### config.mk
export PLATFORM = sky130hd
export DESIGN_NAME = i2c_req_arbiter_flat
export DESIGN_NICKNAME = d
export VERILOG_FILES = /design/src/rtl/i2c_pkg.sv /design/src/rtl/i2c_req_arbiter_if.sv /design/src/rtl/i2c_done_sync.sv /design/src/rtl/i2c_req_arbiter.sv /design/src/flat_wrapper.sv
export SDC_FILE = /design/constraint.sdc
export NUM_CORES = 1
export LEC_CHECK = 0
export ABC_AREA = 1
export CAP_MARGIN = 15
export CORE_UTILIZATION = 45
export DETAILED_ROUTE_END_ITERATION = 10
export MAX_ROUTING_LAYER = met4
export PLACE_DENSITY = 0.78
export SYNTH_ARGS = -nofsm -noshare
export SYNTH_HDL_FRONTEND = slang
export SYNTH_SLANG_ARGS = --single-unit
export TNS_END_PERCENT = 10
### constraint.sdc
create_clock -name clk_12m -period 1.9 [get_ports clk_12m]
set_input_delay 0.38 -clock clk_12m [delete_from_list [all_inputs] [get_ports clk_12m]]
set_output_delay 0.38 -clock clk_12m [all_outputs]
set_load 0.02 [all_outputs]
### src/rtl/i2c_pkg.sv
// Shared definitions for the I2C request arbiter: master mode codes, FSM
// state encoding and default timing parameters.
package i2c_pkg;

  localparam int TIMEOUT_CYCLES_DEFAULT = 24000;
  localparam int GUARD_CYCLES_DEFAULT   = 4;

  typedef enum logic [7:0] {
    I2C_Wait           = 8'h00,
    I2C_Write          = 8'h01,
    I2C_Write_Cont     = 8'h02,
    I2C_Write_Directly = 8'h03,
    I2C_Read           = 8'h04,
    I2C_Read_Cont      = 8'h05,
    I2C_Read_Directly  = 8'h06
  } i2c_mode_e;

  typedef enum logic [1:0] {
    ST_IDLE  = 2'd0,
    ST_LOAD  = 2'd1,
    ST_WAIT  = 2'd2,
    ST_CLEAR = 2'd3
  } arb_state_e;

  function automatic logic mode_valid(input logic [7:0] m);
    return (m >= I2C_Write) && (m <= I2C_Read_Directly);
  endfunction

  function automatic logic mode_is_read(input logic [7:0] m);
    return (m >= I2C_Read) && (m <= I2C_Read_Directly);
  endfunction

endpackage

### src/rtl/i2c_req_arbiter_if.sv
// Requester and master-core signals of the arbiter. The slave modport is the
// arbiter's view; the master modport is the surrounding system's view.
interface i2c_req_arbiter_if;
  logic [1:0] req;
  logic [7:0] mode0, mode1;
  logic [6:0] dev0, dev1;
  logic [7:0] reg0, reg1;
  logic [7:0] wdata0, wdata1;
  logic [1:0] gnt;
  logic [1:0] done;
  logic       err;
  logic [7:0] rdata;
  logic       busy;
  logic [7:0] i2c_config;
  logic [6:0] i2c_dev_addr;
  logic [7:0] i2c_reg_addr;
  logic [7:0] i2c_reg_data;
  logic       i2c_xfer_done;
  logic [7:0] i2c_read_data;

  // Handshake: req is a level held until its done pulse; gnt is one-hot while
  // the transfer is in flight; done is a one-cycle pulse carrying err/rdata.
  modport slave (
    input  req, mode0, mode1, dev0, dev1, reg0, reg1, wdata0, wdata1,
    input  i2c_xfer_done, i2c_read_data,
    output gnt, done, err, rdata, busy,
    output i2c_config, i2c_dev_addr, i2c_reg_addr, i2c_reg_data
  );

  modport master (
    output req, mode0, mode1, dev0, dev1, reg0, reg1, wdata0, wdata1,
    output i2c_xfer_done, i2c_read_data,
    input  gnt, done, err, rdata, busy,
    input  i2c_config, i2c_dev_addr, i2c_reg_addr, i2c_reg_data
  );
endinterface

### src/rtl/i2c_done_sync.sv
// Brings the master's completion flag into clk_12m: two synchronizer flops,
// then a registered rising-edge detect producing a one-cycle event.
module i2c_done_sync (
  input  logic clk_12m,
  input  logic rst_n,
  input  logic i_async,
  output logic o_evt
);

  logic [2:0] r_sync;
  logic       r_evt;

  always_ff @(posedge clk_12m or negedge rst_n) begin
    if (!rst_n) begin
      r_sync <= 3'b000;
      r_evt  <= 1'b0;
    end else begin
      r_sync <= {r_sync[1:0], i_async};
      r_evt  <= r_sync[1] & ~r_sync[2];
    end
  end

  assign o_evt = r_evt;

endmodule

### src/rtl/i2c_req_arbiter.sv
// Two-requester round-robin front end for the I2C master core: loads one
// request, waits for completion or timeout, then holds a config guard gap.
module i2c_req_arbiter
  import i2c_pkg::*;
#(
  parameter int TIMEOUT_CYCLES = TIMEOUT_CYCLES_DEFAULT,
  parameter int GUARD_CYCLES   = GUARD_CYCLES_DEFAULT
) (
  input  logic               clk_12m,
  input  logic               rst_n,
  i2c_req_arbiter_if.slave   bus,
  output arb_state_e         o_state
);

  localparam int CNT_MAX = (TIMEOUT_CYCLES > GUARD_CYCLES) ? TIMEOUT_CYCLES : GUARD_CYCLES;
  localparam int CW      = $clog2(CNT_MAX + 1);

  arb_state_e  r_state, w_next;
  logic        r_sel, r_last, r_err;
  logic [7:0]  r_mode, r_reg, r_wdata, r_rdata;
  logic [6:0]  r_dev;
  logic [CW-1:0] r_cnt;
  logic        w_evt, w_win, w_timeout, w_guard_done, w_done_cyc;
  logic [7:0]  w_mode_sel;

  i2c_done_sync u_sync (
    .clk_12m (clk_12m),
    .rst_n   (rst_n),
    .i_async (bus.i2c_xfer_done),
    .o_evt   (w_evt)
  );

  // On a tie the requester that was not served last wins.
  always_comb begin
    w_win = 1'b0;
    case (bus.req)
      2'b01:   w_win = 1'b0;
      2'b10:   w_win = 1'b1;
      2'b11:   w_win = ~r_last;
      default: w_win = 1'b0;
    endcase
  end

  assign w_mode_sel   = w_win ? bus.mode1 : bus.mode0;
  assign w_timeout    = (r_cnt == CW'(TIMEOUT_CYCLES - 1));
  assign w_guard_done = (r_cnt == CW'(GUARD_CYCLES - 1));
  assign w_done_cyc   = (r_state == ST_CLEAR) && (r_cnt == '0);

  always_ff @(posedge clk_12m or negedge rst_n) begin
    if (!rst_n) r_state <= ST_IDLE;
    else        r_state <= w_next;
  end

  always_comb begin
    w_next = r_state;
    case (r_state)
      ST_IDLE:  if (bus.req != 2'b00) w_next = ST_LOAD;
      ST_LOAD: begin
        if (bus.req == 2'b00)            w_next = ST_IDLE;
        else if (mode_valid(w_mode_sel)) w_next = ST_WAIT;
        else                             w_next = ST_CLEAR;
      end
      ST_WAIT:  if (w_evt || w_timeout) w_next = ST_CLEAR;
      ST_CLEAR: if (w_guard_done) w_next = ST_IDLE;
      default:  w_next = ST_IDLE;
    endcase
  end

  always_ff @(posedge clk_12m or negedge rst_n) begin
    if (!rst_n) begin
      r_sel   <= 1'b0;
      r_last  <= 1'b1;
      r_err   <= 1'b0;
      r_mode  <= 8'h00;
      r_dev   <= 7'h00;
      r_reg   <= 8'h00;
      r_wdata <= 8'h00;
      r_rdata <= 8'h00;
      r_cnt   <= '0;
    end else begin
      // One counter serves both the WAIT timeout and the CLEAR guard gap.
      if (r_state != w_next)
        r_cnt <= '0;
      else if (r_state == ST_WAIT || r_state == ST_CLEAR)
        r_cnt <= r_cnt + CW'(1);

      if (r_state == ST_LOAD && bus.req != 2'b00) begin
        r_sel   <= w_win;
        r_mode  <= w_mode_sel;
        r_dev   <= w_win ? bus.dev1   : bus.dev0;
        r_reg   <= w_win ? bus.reg1   : bus.reg0;
        r_wdata <= w_win ? bus.wdata1 : bus.wdata0;
        r_err   <= ~mode_valid(w_mode_sel);
      end

      if (r_state == ST_WAIT) begin
        if (w_evt) begin
          r_err <= 1'b0;
          if (mode_is_read(r_mode)) r_rdata <= bus.i2c_read_data;
        end else if (w_timeout) begin
          r_err <= 1'b1;
        end
      end

      if (w_done_cyc) r_last <= r_sel;
    end
  end

  always_comb begin
    bus.gnt        = 2'b00;
    bus.done       = 2'b00;
    bus.err        = 1'b0;
    bus.i2c_config = 8'h00;
    bus.busy       = (r_state != ST_IDLE);
    if (r_state == ST_WAIT) begin
      bus.gnt        = {r_sel, ~r_sel};
      bus.i2c_config = r_mode;
    end
    if (w_done_cyc) begin
      bus.done = {r_sel, ~r_sel};
      bus.err  = r_err;
    end
  end

  assign bus.rdata        = r_rdata;
  assign bus.i2c_dev_addr = r_dev;
  assign bus.i2c_reg_addr = r_reg;
  assign bus.i2c_reg_data = r_wdata;
  assign o_state          = r_state;

endmodule

### src/flat_wrapper.sv
// flat-port wrapper written by rule: the top's interface ports become plain ports
module i2c_req_arbiter_flat import i2c_pkg::*;
#(
  parameter int TIMEOUT_CYCLES = TIMEOUT_CYCLES_DEFAULT,
  parameter int GUARD_CYCLES   = GUARD_CYCLES_DEFAULT
)
  (clk_12m, rst_n, o_state, bus_req, bus_mode0, bus_mode1, bus_dev0, bus_dev1, bus_reg0, bus_reg1, bus_wdata0, bus_wdata1, bus_i2c_xfer_done, bus_i2c_read_data, bus_gnt, bus_done, bus_err, bus_rdata, bus_busy, bus_i2c_config, bus_i2c_dev_addr, bus_i2c_reg_addr, bus_i2c_reg_data);
  i2c_req_arbiter_if bus_i ();
  input  logic clk_12m;
  input  logic rst_n;
  output arb_state_e o_state;
  input wire logic [$bits(bus_i.req)-1:0] bus_req;
  input wire logic [$bits(bus_i.mode0)-1:0] bus_mode0;
  input wire logic [$bits(bus_i.mode1)-1:0] bus_mode1;
  input wire logic [$bits(bus_i.dev0)-1:0] bus_dev0;
  input wire logic [$bits(bus_i.dev1)-1:0] bus_dev1;
  input wire logic [$bits(bus_i.reg0)-1:0] bus_reg0;
  input wire logic [$bits(bus_i.reg1)-1:0] bus_reg1;
  input wire logic [$bits(bus_i.wdata0)-1:0] bus_wdata0;
  input wire logic [$bits(bus_i.wdata1)-1:0] bus_wdata1;
  input wire logic [$bits(bus_i.i2c_xfer_done)-1:0] bus_i2c_xfer_done;
  input wire logic [$bits(bus_i.i2c_read_data)-1:0] bus_i2c_read_data;
  output wire logic [$bits(bus_i.gnt)-1:0] bus_gnt;
  output wire logic [$bits(bus_i.done)-1:0] bus_done;
  output wire logic [$bits(bus_i.err)-1:0] bus_err;
  output wire logic [$bits(bus_i.rdata)-1:0] bus_rdata;
  output wire logic [$bits(bus_i.busy)-1:0] bus_busy;
  output wire logic [$bits(bus_i.i2c_config)-1:0] bus_i2c_config;
  output wire logic [$bits(bus_i.i2c_dev_addr)-1:0] bus_i2c_dev_addr;
  output wire logic [$bits(bus_i.i2c_reg_addr)-1:0] bus_i2c_reg_addr;
  output wire logic [$bits(bus_i.i2c_reg_data)-1:0] bus_i2c_reg_data;
  assign bus_i.req = bus_req;
  assign bus_i.mode0 = bus_mode0;
  assign bus_i.mode1 = bus_mode1;
  assign bus_i.dev0 = bus_dev0;
  assign bus_i.dev1 = bus_dev1;
  assign bus_i.reg0 = bus_reg0;
  assign bus_i.reg1 = bus_reg1;
  assign bus_i.wdata0 = bus_wdata0;
  assign bus_i.wdata1 = bus_wdata1;
  assign bus_i.i2c_xfer_done = bus_i2c_xfer_done;
  assign bus_i.i2c_read_data = bus_i2c_read_data;
  assign bus_gnt = bus_i.gnt;
  assign bus_done = bus_i.done;
  assign bus_err = bus_i.err;
  assign bus_rdata = bus_i.rdata;
  assign bus_busy = bus_i.busy;
  assign bus_i2c_config = bus_i.i2c_config;
  assign bus_i2c_dev_addr = bus_i.i2c_dev_addr;
  assign bus_i2c_reg_addr = bus_i.i2c_reg_addr;
  assign bus_i2c_reg_data = bus_i.i2c_reg_data;
  i2c_req_arbiter #(.TIMEOUT_CYCLES(TIMEOUT_CYCLES), .GUARD_CYCLES(GUARD_CYCLES)) u_core (.clk_12m(clk_12m), .rst_n(rst_n), .bus(bus_i), .o_state(o_state));
endmodule
==> results.cfg <==
[global_route]
grt_pass1_vias = 3366
grt_max_degree = 64
grt.total_usage = 0.264
overflow = 0
antenna_found_initial = 0
grt_pass1_wl_mm = 15.0

[synthesis]
netlist_area_sq_um = 3340
synth.distinct_cells = 31
ys_top_cells_by_count = 79 x nand2_1, 62 x dfrtp_1, 61 x nor2_1, 57 x o21ai_0, 39 x inv_1
synth.most_common_cell = nand2_1
synth-seq-area-share = 0.472
synthesis.nets = 479
synth-async-reset-ratio = 1.00
synth-edff-count = 0
synth_ff_type = dfrtp_1
syn_inst = 402
syn_area_per_cell_sq_um = 8.32
ys_ff_latch = 63
yosys.area.top_type = dfrtp_1
synth_top_area_share = 0.464
yosysWarnings = 0
ys_top_cells_by_area = dfrtp_1 46%, nand2_1 8.9%, o21ai_0 8.5%

[layout]
fillers = 538
layout.nets = 652
areaGrowthSynthToFinish_pct = 60.1
drive_gt1_frac = 0.252
antenna-diode-count = 0

[power_and_ir_drop]
power.density_nw_per_um2 = 1400
p_leak_nw = 2.47
power_mw = 7.48
max-vdd-ir-drop_mv = 0.811

[worst_setup_path]
r2r_start = u_core.r_cnt[0]
start_kind = register
crit_path_frequent_cell = inv_1
worstPathArrival_ps = 2240
crit_chain = buf_4, ha_2, inv_1, nor3_1, nand3_1, nand2_1, inv_1, nor2_2, nand3_2, nand2_2, inv_2, nand2_4, buf_12, nor2_4
critPathKind = register to register
ff2ff_setup_slack_ps = -120
cpMaxStageDelayCell = dfrtp_1
slowest_delay_ps = 350
cp_max_fo = 7
r2r-end = u_core.r_cnt[6]
cp-end-kind = register
reg2regPathDepth = 14
critPathRequiredTime_ps = 2130
path_delay_family = simple AND/OR/NAND/NOR gates
crit_buf_inv = 5

[floorplan]
rows = 31
dieArea_sq_um = 7780
core_area_sq_um = 7210
initial_core_util = 0.464
die_h_microns = 88.2
num_io_pins = 122
dieWidth_microns = 88.2

[drt]
drt-total-wl_mm = 9.69
drt_iter0_drc = 207
routed_via_density = 4.99
vias = 3389
drc_errors = 0
first_pass_iters = 4
ant_nets = 0
wl_per_cell_microns = 14.3

[place]
io_buffer_count = 121
dp_hpwl_mm = 6.98
globalplace.congestion = 0.841

[sta]
max_freq_ghz = 0.496
slew_headroom = 0.686
tns_ps = -1790
rsz0062_at_grt = true
fin_crit_sh = 1.06
timing.final.ws_setup_ps = -117
fin_crit_ps = 2020
tightest_slew_ps = 466
slew_violations = 0
finalHoldViolCount = 0
setup_viol = 18
clock_skew_ps = 7.44

[cts]
cts.clk_slew.worst_paths_ps = 70
cts_root_buffer = clkbuf_8
cts_hold_buf = 0
clock_path_buffers = 2
htreeDepth = 3
cts_tree = built
cts-buffers-inserted = 9
clock_latency_ps = 340
clock-sinks = 63

[run]
cap_violations = 0

[outcome]
violations = negative setup slack
status = complete, but fails checks

[hold_path]
hp-class = input port to async pin
[cell families after synthesis]
logic type | synth area share
flops | 0.472
simple gates | 0.278
compound gates | 0.103
xor+xnor | 0.0340
fa+ha+maj | 0.00748
buf+inv | 0.0793
mux | 0.0269
[cell usage in the layout, fill, tap and decap left out, types with 9 or more instances in the layout]
cell,instances
o21ai_0,57
buf_4,51
nand3_1,9
nor2_1,53
dfrtp_1,62
nor2_4,12
inv_1,38
clkbuf_8,10
buf_2,10
nand2_1,74
clkdlybuf4s50_1,103
[final cells by class]
class	instances	area (sq um)	area share
inverters	45	169	0.0315
clock inverters	5	81.3	0.0152
flip-flops and latches	63	1580	0.295
well taps	99	124	0.0231
multi-input cells	279	1610	0.301
clock buffers	11	141	0.0264
repair buffers	177	1650	0.308
[layer usage]
metal | wire length (microns) | track usage
met5 | 0 | -
met4 | 280 | 0.128
met3 | 570 | 0.0662
met2 | 4950 | 0.443
met1 | 3890 | 0.293
[stage by stage]
stage	instance area, sq um	util	hold WS (ps)	std cells	setup slack, ps
3_5_place_dp	4980	0.690	343	653	-338
3_3_place_gp	4980	0.690	333	653	-291
5_1_grt	5350	0.742	57.0	679	-248
6_report	5350	0.742	16.7	679	-117
4_1_cts	5200	0.720	42.9	670	-113
2_1_floorplan	3340	-	84.4	402	104
[power breakdown]
group / internal [mW] / switching, mW
Clock: 0.775 / 0.542
Combinational: 1.79 / 2.25
Sequential: 1.82 / 0.302
[registers in the layout (all words and copies together) (netlist names)]
register,cells
u_core.r_sel,1
u_core.r_cnt,15
u_core.bus.i2c_dev_addr,7
u_core.bus.i2c_reg_addr,8
u_core.o_state,2
u_core.bus.i2c_reg_data,8
u_core.u_sync.o_evt,1
u_core.r_mode,8
u_core.bus.rdata,8
u_core.u_sync.r_sync,3
u_core.r_err,1
u_core.r_last,1
[worst max-delay path by stage]
stage,depth (start not counted),start,to,slack (ps)
2_1_floorplan,15,u_core.r_last,u_core.r_cnt[8],100
3_5_place_dp,15,bus_req[0],u_core.r_cnt[6],-340
6_report,14,u_core.r_cnt[0],u_core.r_cnt[6],-120
4_1_cts,7,u_core.r_cnt[9],bus_done[0],-110
5_1_grt,14,u_core.r_cnt[0],u_core.r_cnt[6],-250
3_3_place_gp,15,bus_req[0],u_core.r_cnt[8],-290
[timing repair]
| item | CTS | global route |
|---|---|---|
| pin swaps | 1 | 11 |
| endpoints found under the setup margin | 23 | 42 |
| resized for setup | 63 | 28 |
| endpoints found under the hold margin | 0 | 0 |
| gates cloned | 0 | 1 |
| buffers inserted | 1 | 8 |
No activity file was read; power rests on OpenSTA's default activity.
